File: config.mk
export PLATFORM = sky130hd
export DESIGN_NAME = idma_desc64_submit_arbiter
export DESIGN_NICKNAME = d
export VERILOG_FILES = /design/src/rtl/idma_desc64_submit_arbiter.sv
export SDC_FILE = /design/constraint.sdc
export NUM_CORES = 1
export LEC_CHECK = 0
export ABC_AREA = 1
export CAP_MARGIN = 30
export CORE_MARGIN = 3
export CORE_UTILIZATION = 38
export CTS_CLUSTER_DIAMETER = 30
export DETAILED_ROUTE_END_ITERATION = 7
export GPL_TIMING_DRIVEN = 0
export HOLD_SLACK_MARGIN = 0.1
export PLACE_DENSITY = 0.86
export SYNTH_ARGS = -nofsm -noshare
export SYNTH_HDL_FRONTEND = slang
export SYNTH_SLANG_ARGS = --single-unit
File: constraint.sdc
create_clock -name clk_i -period 3.2 [get_ports clk_i]
set_input_delay 0.48 -clock clk_i [delete_from_list [all_inputs] [get_ports clk_i]]
set_output_delay 0.48 -clock clk_i [all_outputs]
set_load 0.01 [all_outputs]
File: src/rtl/idma_desc64_submit_arbiter.sv
// rtl/idma_desc64_submit_arbiter.sv - round-robin arbiter sharing the desc64 descriptor-address submission port
// Optional per-requester grant counters: define IDMA_DESC64_SUBMIT_ARB_PERF_CNT_EN.
module idma_desc64_submit_arbiter #(
  parameter int unsigned NumReq    = 2,
  parameter int unsigned AddrWidth = 64,
  parameter int unsigned IdWidth   = (NumReq > 1) ? $clog2(NumReq) : 1
`ifdef IDMA_DESC64_SUBMIT_ARB_PERF_CNT_EN
  , parameter int unsigned CntWidth = 16
`endif
) (
  input  logic                          clk_i,
  input  logic                          rst_i,
  input  logic                          enable_i,
  input  logic [NumReq-1:0]             req_valid_i,
  output logic [NumReq-1:0]             req_ready_o,
  input  logic [NumReq*AddrWidth-1:0]   req_addr_i,
  output logic                          out_valid_o,
  input  logic                          out_ready_i,
  output logic [AddrWidth-1:0]          out_addr_o,
  output logic [IdWidth-1:0]            out_id_o,
`ifdef IDMA_DESC64_SUBMIT_ARB_PERF_CNT_EN
  input  logic                          cnt_clear_i,
  output logic [NumReq*CntWidth-1:0]    cnt_o,
`endif
  output logic                          busy_o
);

  typedef enum logic {EMPTY, FULL} state_e;

  state_e               state_q, state_d;
  logic [IdWidth-1:0]   rr_q;
  logic [AddrWidth-1:0] addr_q;
  logic [IdWidth-1:0]   id_q;

  logic                 found;
  logic [IdWidth-1:0]   winner;
  logic [IdWidth:0]     cand;
  logic                 slot_free;
  logic                 grant;
  logic [IdWidth-1:0]   rr_next;

  // Search starting at rr_q and wrapping, so the first valid requester after the last winner gets it.
  always_comb begin
    found  = 1'b0;
    winner = '0;
    cand   = '0;
    for (int unsigned k = 0; k < NumReq; k++) begin
      cand = {1'b0, rr_q} + (IdWidth+1)'(k);
      if (cand >= (IdWidth+1)'(NumReq)) begin
        cand = cand - (IdWidth+1)'(NumReq);
      end
      if (!found && req_valid_i[IdWidth'(cand)]) begin
        found  = 1'b1;
        winner = IdWidth'(cand);
      end
    end
  end

  assign slot_free = (state_q == EMPTY) || out_ready_i;
  assign grant     = !rst_i && enable_i && slot_free && found;
  assign rr_next   = (winner == IdWidth'(NumReq - 1)) ? '0 : winner + 1'b1;

  always_comb begin
    req_ready_o = '0;
    if (grant) begin
      req_ready_o[winner] = 1'b1;
    end
  end

  always_comb begin
    state_d = state_q;
    case (state_q)
      EMPTY:   if (grant) state_d = FULL;
      FULL:    if (out_ready_i && !grant) state_d = EMPTY;
      default: state_d = EMPTY;
    endcase
  end

  always_ff @(posedge clk_i or posedge rst_i) begin
    if (rst_i) begin
      state_q <= EMPTY;
    end else begin
      state_q <= state_d;
    end
  end

  always_ff @(posedge clk_i or posedge rst_i) begin
    if (rst_i) begin
      rr_q   <= '0;
      addr_q <= '0;
      id_q   <= '0;
    end else if (grant) begin
      rr_q   <= rr_next;
      addr_q <= req_addr_i[winner*AddrWidth +: AddrWidth];
      id_q   <= winner;
    end
  end

  assign out_valid_o = (state_q == FULL);
  assign busy_o      = (state_q == FULL);
  assign out_addr_o  = addr_q;
  assign out_id_o    = id_q;

`ifdef IDMA_DESC64_SUBMIT_ARB_PERF_CNT_EN
  logic [NumReq-1:0][CntWidth-1:0] cnt_q;

  // Clear takes priority over a same-cycle grant; counters stick at all-ones.
  always_ff @(posedge clk_i or posedge rst_i) begin
    if (rst_i) begin
      cnt_q <= '0;
    end else if (cnt_clear_i) begin
      cnt_q <= '0;
    end else begin
      for (int unsigned i = 0; i < NumReq; i++) begin
        if (req_valid_i[i] && req_ready_o[i] && (cnt_q[i] != '1)) begin
          cnt_q[i] <= cnt_q[i] + 1'b1;
        end
      end
    end
  end

  assign cnt_o = cnt_q;
`endif

endmodule

== Word level (Yosys, flattened, before mapping) ==
Index checks and enable logic that the tools add are counted.
Storage, ports and cells
  register bits after elaboration: 67
  bits in latches: 0
  RAM bits: 0
  memory bits (read-only): 0
  input port bits: 134
  logic and storage cells: 43
  memories kept: 0
Operators by class
  add/sub/neg operators: 4
  $mul: 0
  div/mod/pow operators: 0
  $lt $le $gt $ge: 6
  equal/unequal tests: 0
  shift-type cells: 1
  multiplexer cells: 17
  bitwise gates (word level): 1
  reduce and logical (&&, ||, !) cells: 10
Operators by type and width (count)
  128-bit by 8-bit variable part select with 64-bit output: 1
  1-bit two-way mux: 14
  1-bit logical AND: 6
  1-bit by 2-bit < comparator with 1-bit output (second input constant): 3
  1-bit logical NOT: 3
  1-bit by 1-bit adder with 2-bit output (second input constant): 1
  1-bit by 2-bit >= comparator with 1-bit output (second input constant): 1
  2-bit >= comparator (second input constant): 1
  2-bit two-way mux: 1
  1-bit one-hot mux with 2 select lines: 1
  1-bit subtractor (second input constant): 2
  1-bit adder (second input constant): 1
  1-bit demux with 1-bit select: 1
  1-bit >= comparator (second input constant): 1
  1-bit logical OR: 1
  1-bit inverter: 1

== Longest topological paths before layout ==
  depth after elaboration: 13
  mapped depth: 9

== Worst setup path before layout ==
OpenSTA, ideal clock, no wires.
  path type: input to output
  start point: input port rst_i
  end point: output port req_ready_o[0]
  arrival: 2.582 ns
  data required time: 2.720 ns
  path slack: 0.138 ns
  stages on the path: 6
  path through: inv_1 > o21ai_1 > nor2_1 > buf_4 > nand2_1 > inv_1
Between the ends
  longest elaborated chain between the ends: 5
RTL lines
  start: declaration: line 12  | input logic rst_i,
  1-bit logical NOT (no source line)
  1-bit logical AND (3 in series): line 60  | assign grant = !rst_i && enable_i && slot_free && found;
  2-bit two-way mux: line 65  | if (grant) begin
  end: declaration: line 15  | output logic [NumReq-1:0] req_ready_o,
Every way passes these cells.

== Worst setup path in the final report ==
Same ends and word-level chain as after synthesis.

==> Flow_metrics.wiki <==
{| class="wikitable"
! Metric !! Value
|-
| Status || finished, final reports clean
|-
| Number of buffers added to fix hold violations after cts || 0
|-
| DR WL met3 || 871 um
|-
| Share of flip-flops with an asynchronous set or reset || 100%
|-
| Largest net degree at the start of global routing || 43
|-
| CTS tree || built
|-
| Wire length of the first global-routing pass || 18,200 um
|-
| Maximum level of the CTS H-tree || 3
|-
| Cell depth of the worst min-delay path || 2
|-
| Gr ovfl total || 0
|-
| Wire per inst || ~14 um
|-
| Worst reg2reg path depth || 9
|-
| Clk root buf || sky130_fd_sc_hd__clkbuf_8
|-
| Biggest area consumer among synthesized cells || sky130_fd_sc_hd__dfrtp_1
|-
| Core Rows || 34
|-
| Count of endpoints failing setup in the final report || 0
|-
| Delay of the slowest cell on the worst path || approximately 0.55 ns
|-
| Initial Util || 39.8%
|-
| Half-perimeter wire length after placement || between 8000 and 9000 um
|-
| Top layer in use || met4
|-
| Area of the die || about 10,000 sq um
|-
| Synth-to-layout area growth || 68.7%
|-
| Mean instance size in the synthesized netlist || between 6 and 7 sq um
|-
| Final count of hold timing violations || 0
|-
| Leak || a little over 3 nW
|-
| Slew at the pin closest to its max-slew limit || 0.473 ns
|-
| Biggest area contributors in the synthesized netlist || sky130_fd_sc_hd__dfrtp_1 48%, sky130_fd_sc_hd__nand2_1 35%, sky130_fd_sc_hd__nand3_1 9.2%
|-
| Die boundary height || 102 um
|-
| Worst setup path startpoint || rst_i
|-
| Post-route worst setup slack || 0.213 ns
|-
| Final clock skew || 0.00709 ns
|-
| Initial DRC count || 172
|-
| VDD IR-drop max || between 200 and 250 uV
|-
| Final antenna-violating net count || 0
|-
| TritonCTS Buffers || 9
|-
| Synth Warn # || 0
|-
| Pre-CTS setup slack || -0.289 ns
|-
| Die Wd || between 100 and 150 um
|-
| Worst reg-to-reg setup slack || around 1.8 ns
|-
| Crit Path Category || input pin to output port
|-
| Number of top-level pins || between 200 and 250
|-
| Fin nets || around 860
|-
| HP Class || flop to flop
|-
| Top flip-flop cell by instance count after synthesis || sky130_fd_sc_hd__dfrtp_1
|-
| CP startpoint kind || input pin
|-
| Number of global-route vias before repair || 3,832
|-
| Cell seen most often among critical-path stages || sky130_fd_sc_hd__clkdlybuf4s50_1
|-
| Mapped Nets || between 600 and 700
|-
| CTS clk-pin slew, worst paths || roughly 0.070 ns
|-
| Sequential element share of the synthesized area || 47.7%
|-
| Required time of the critical path || 2.72 ns
|-
| Period minus WS final || about 3.0 ns
|-
| TritonCTS Sinks || 67
|-
| Pwr Density || 496 nW/um^2
|-
| Count of max-cap constraint violations || 0
|-
| Most frequently used cell type in the post-synthesis netlist || sky130_fd_sc_hd__nand2_1
|-
| Met2 layer wire length in the routed design || 5620 um
|-
| Final setup TNS || 0 ns
|-
| RSZ-0062 raised after global routing || false
|-
| Port-buffer cells || 202
|-
| Number of distinct library cells after synthesis || 10
|-
| Total routing usage reported by global routing || 21.9%
|-
| Overall routed net length || between 10,000 and 15,000 um
|-
| Core footprint || 8850 sq um
|-
| First drt pass iteration count || 6
|-
| Synthesized instance count || between 500 and 600
|-
| Number of antenna diodes || 0
|-
| Post-route DRC || 0
|-
| Initial antenna violation count || 0
|-
| Largest fanout on the critical path || between 40 and 50
|-
| Achievable Freq || between 300 and 400 MHz
|-
| FF-to-FF End || out_addr_o[17]$_DFFE_PP0P_
|-
| WL met1 || about 4600 um
|-
| Skew-Pair Late Insertion Delay || 0.33 ns
|-
| Worst Min Path Start || out_addr_o[9]$_DFFE_PP0P_
|-
| Reg-to-Reg Start || rr_q$_DFFE_PP0P_
|-
| RD Place Congestion || between 0.8 and 0.9
|-
| Most numerous cell types in the synthesized netlist || 331 x sky130_fd_sc_hd__nand2_1, 67 x sky130_fd_sc_hd__dfrtp_1, 65 x sky130_fd_sc_hd__nand3_1
|-
| Final max-slew violation count || 0
|-
| Master of the slowest instance on the critical path || sky130_fd_sc_hd__clkdlybuf4s50_1
|-
| Pwr Total || between 2 and 3 mW
|-
| Routed vias || around 4,000
|-
| Fraction of post-synthesis cell area in the top cell type by area || 47.7%
|-
| Rel. slew slack || 68.5%
|-
| Kind of end point of the critical path || output port
|-
| Share of post-route cells with drive strength above 1 || about 6.6%
|-
| Buffers from clock root to sink, at most || 2
|-
| Post-synthesis cell area || ~3500 sq um
|-
| Average via count per standard cell || 4.80
|-
| Worst path cell trace || clkdlybuf4s50_1 > clkinv_8 > o21ai_1 > nor2_1 > buf_4 > nand2_1 > inv_1 > clkdlybuf4s50_1
|-
| Crit share post-route || roughly 93%
|-
| Sink of the worst hold path || out_addr_o[9]$_DFFE_PP0P_
|-
| Number of enable flip-flop cells after synthesis || 0
|-
| Number of synthesized register bits || 67
|-
| Arrival @ worst endpoint || roughly 2.5 ns
|}
[power breakdown]
| part | switching [mW] | leakage, nW | internal (mW) |
|---|---|---|---|
| clock network | 0.315 | 0.113 | 0.481 |
| logic | 0.461 | 2.11 | 0.581 |
| registers | 0.0934 | 0.843 | 1.02 |
| total | 0.869 | 3.06 | 2.08 |
[kinds of logic (layout without fill, tap and decap cells)]
| family | Yosys count | count (layout) | share of synthesized area [%] |
|---|---|---|---|
| AO/OA/AOI/OAI | 1 | 1 | 0.142 |
| buffers and inverters | 42 | 261 | 7.33 |
| flip-flops | 67 | 67 | 47.7 |
| AND/OR/NAND/NOR | 399 | 399 | 44.9 |
[sequential cells by signal (all words and copies together) (netlist names)]
signal	flops
rr_q	1
out_id_o	1
busy_o	1
out_addr_o	64
[worst max-delay path, delay by kind of cell]
kind            cells  cell delay [ns]
simple gates        2             0.30
compound gates      1             0.11
buf+inv             5             1.60
[final cells by class]
| type | count | area, sq um |
|---|---|---|
| sequential | 67 | 1680 |
| timing repair buffer | 203 | 2040 |
| clock inverter | 4 | 72.6 |
| buffer | 36 | 235 |
| tap | 108 | 135 |
| fill | 736 | 2910 |
| inverter | 6 | 35.0 |
| clock buffer | 12 | 155 |
| multi-input combinational | 400 | 1580 |
[per-layer routing]
metal  track usage (%)  up-vias
met1              26.1     1837
li1                  -     1990
met5                 0        -
met2              38.3      157
met4              7.97        0
met3              5.32       25
[per-stage QoR]
| stage | instance area [sq um] | hold WS [ns] | cells | utilization, % |
|---|---|---|---|---|
| floorplan | 3520 | 0.442 | 509 | - |
| global placement | 5680 | 0.456 | 819 | 64.1 |
| detailed placement | 5700 | 0.464 | 820 | 64.4 |
| CTS | 5930 | 0.483 | 836 | 67.0 |
| global route | 5940 | 0.501 | 836 | 67.1 |
| finish | 5940 | 0.478 | 836 | 67.1 |
[how the worst max path moves through the flow]
stage,endpoint,slack (ns),depth (start not counted)
after floorplan,req_ready_o[0],0.14,6
after global placement,req_ready_o[0],-1.57,8
after detailed placement,req_ready_o[0],-0.29,8
after CTS,req_ready_o[0],0.07,8
after global routing,req_ready_o[0],0.05,8
final,req_ready_o[0],0.21,8
[repair_timing]
item / in CTS / in global routing
buffers inserted: 0 / 0
setup endpoints to repair: 2 / 2
resized for setup: 2 / 4
[layout by cell type, fill, tap and decap left out]
master	n
sky130_fd_sc_hd__clkinv_2	1
sky130_fd_sc_hd__buf_12	1
sky130_fd_sc_hd__nand3_1	65
sky130_fd_sc_hd__clkbuf_8	11
sky130_fd_sc_hd__buf_2	17
sky130_fd_sc_hd__inv_1	5
sky130_fd_sc_hd__buf_6	7
sky130_fd_sc_hd__nor2_1	3
sky130_fd_sc_hd__buf_4	7
sky130_fd_sc_hd__clkinv_8	1
sky130_fd_sc_hd__bufinv_16	2
sky130_fd_sc_hd__dfrtp_1	67
sky130_fd_sc_hd__clkbuf_1	6
sky130_fd_sc_hd__clkinvlp_4	1
sky130_fd_sc_hd__clkdlybuf4s50_1	202
sky130_fd_sc_hd__o21ai_1	1
sky130_fd_sc_hd__nand2_1	331
(Power assumes the default switching activity.)
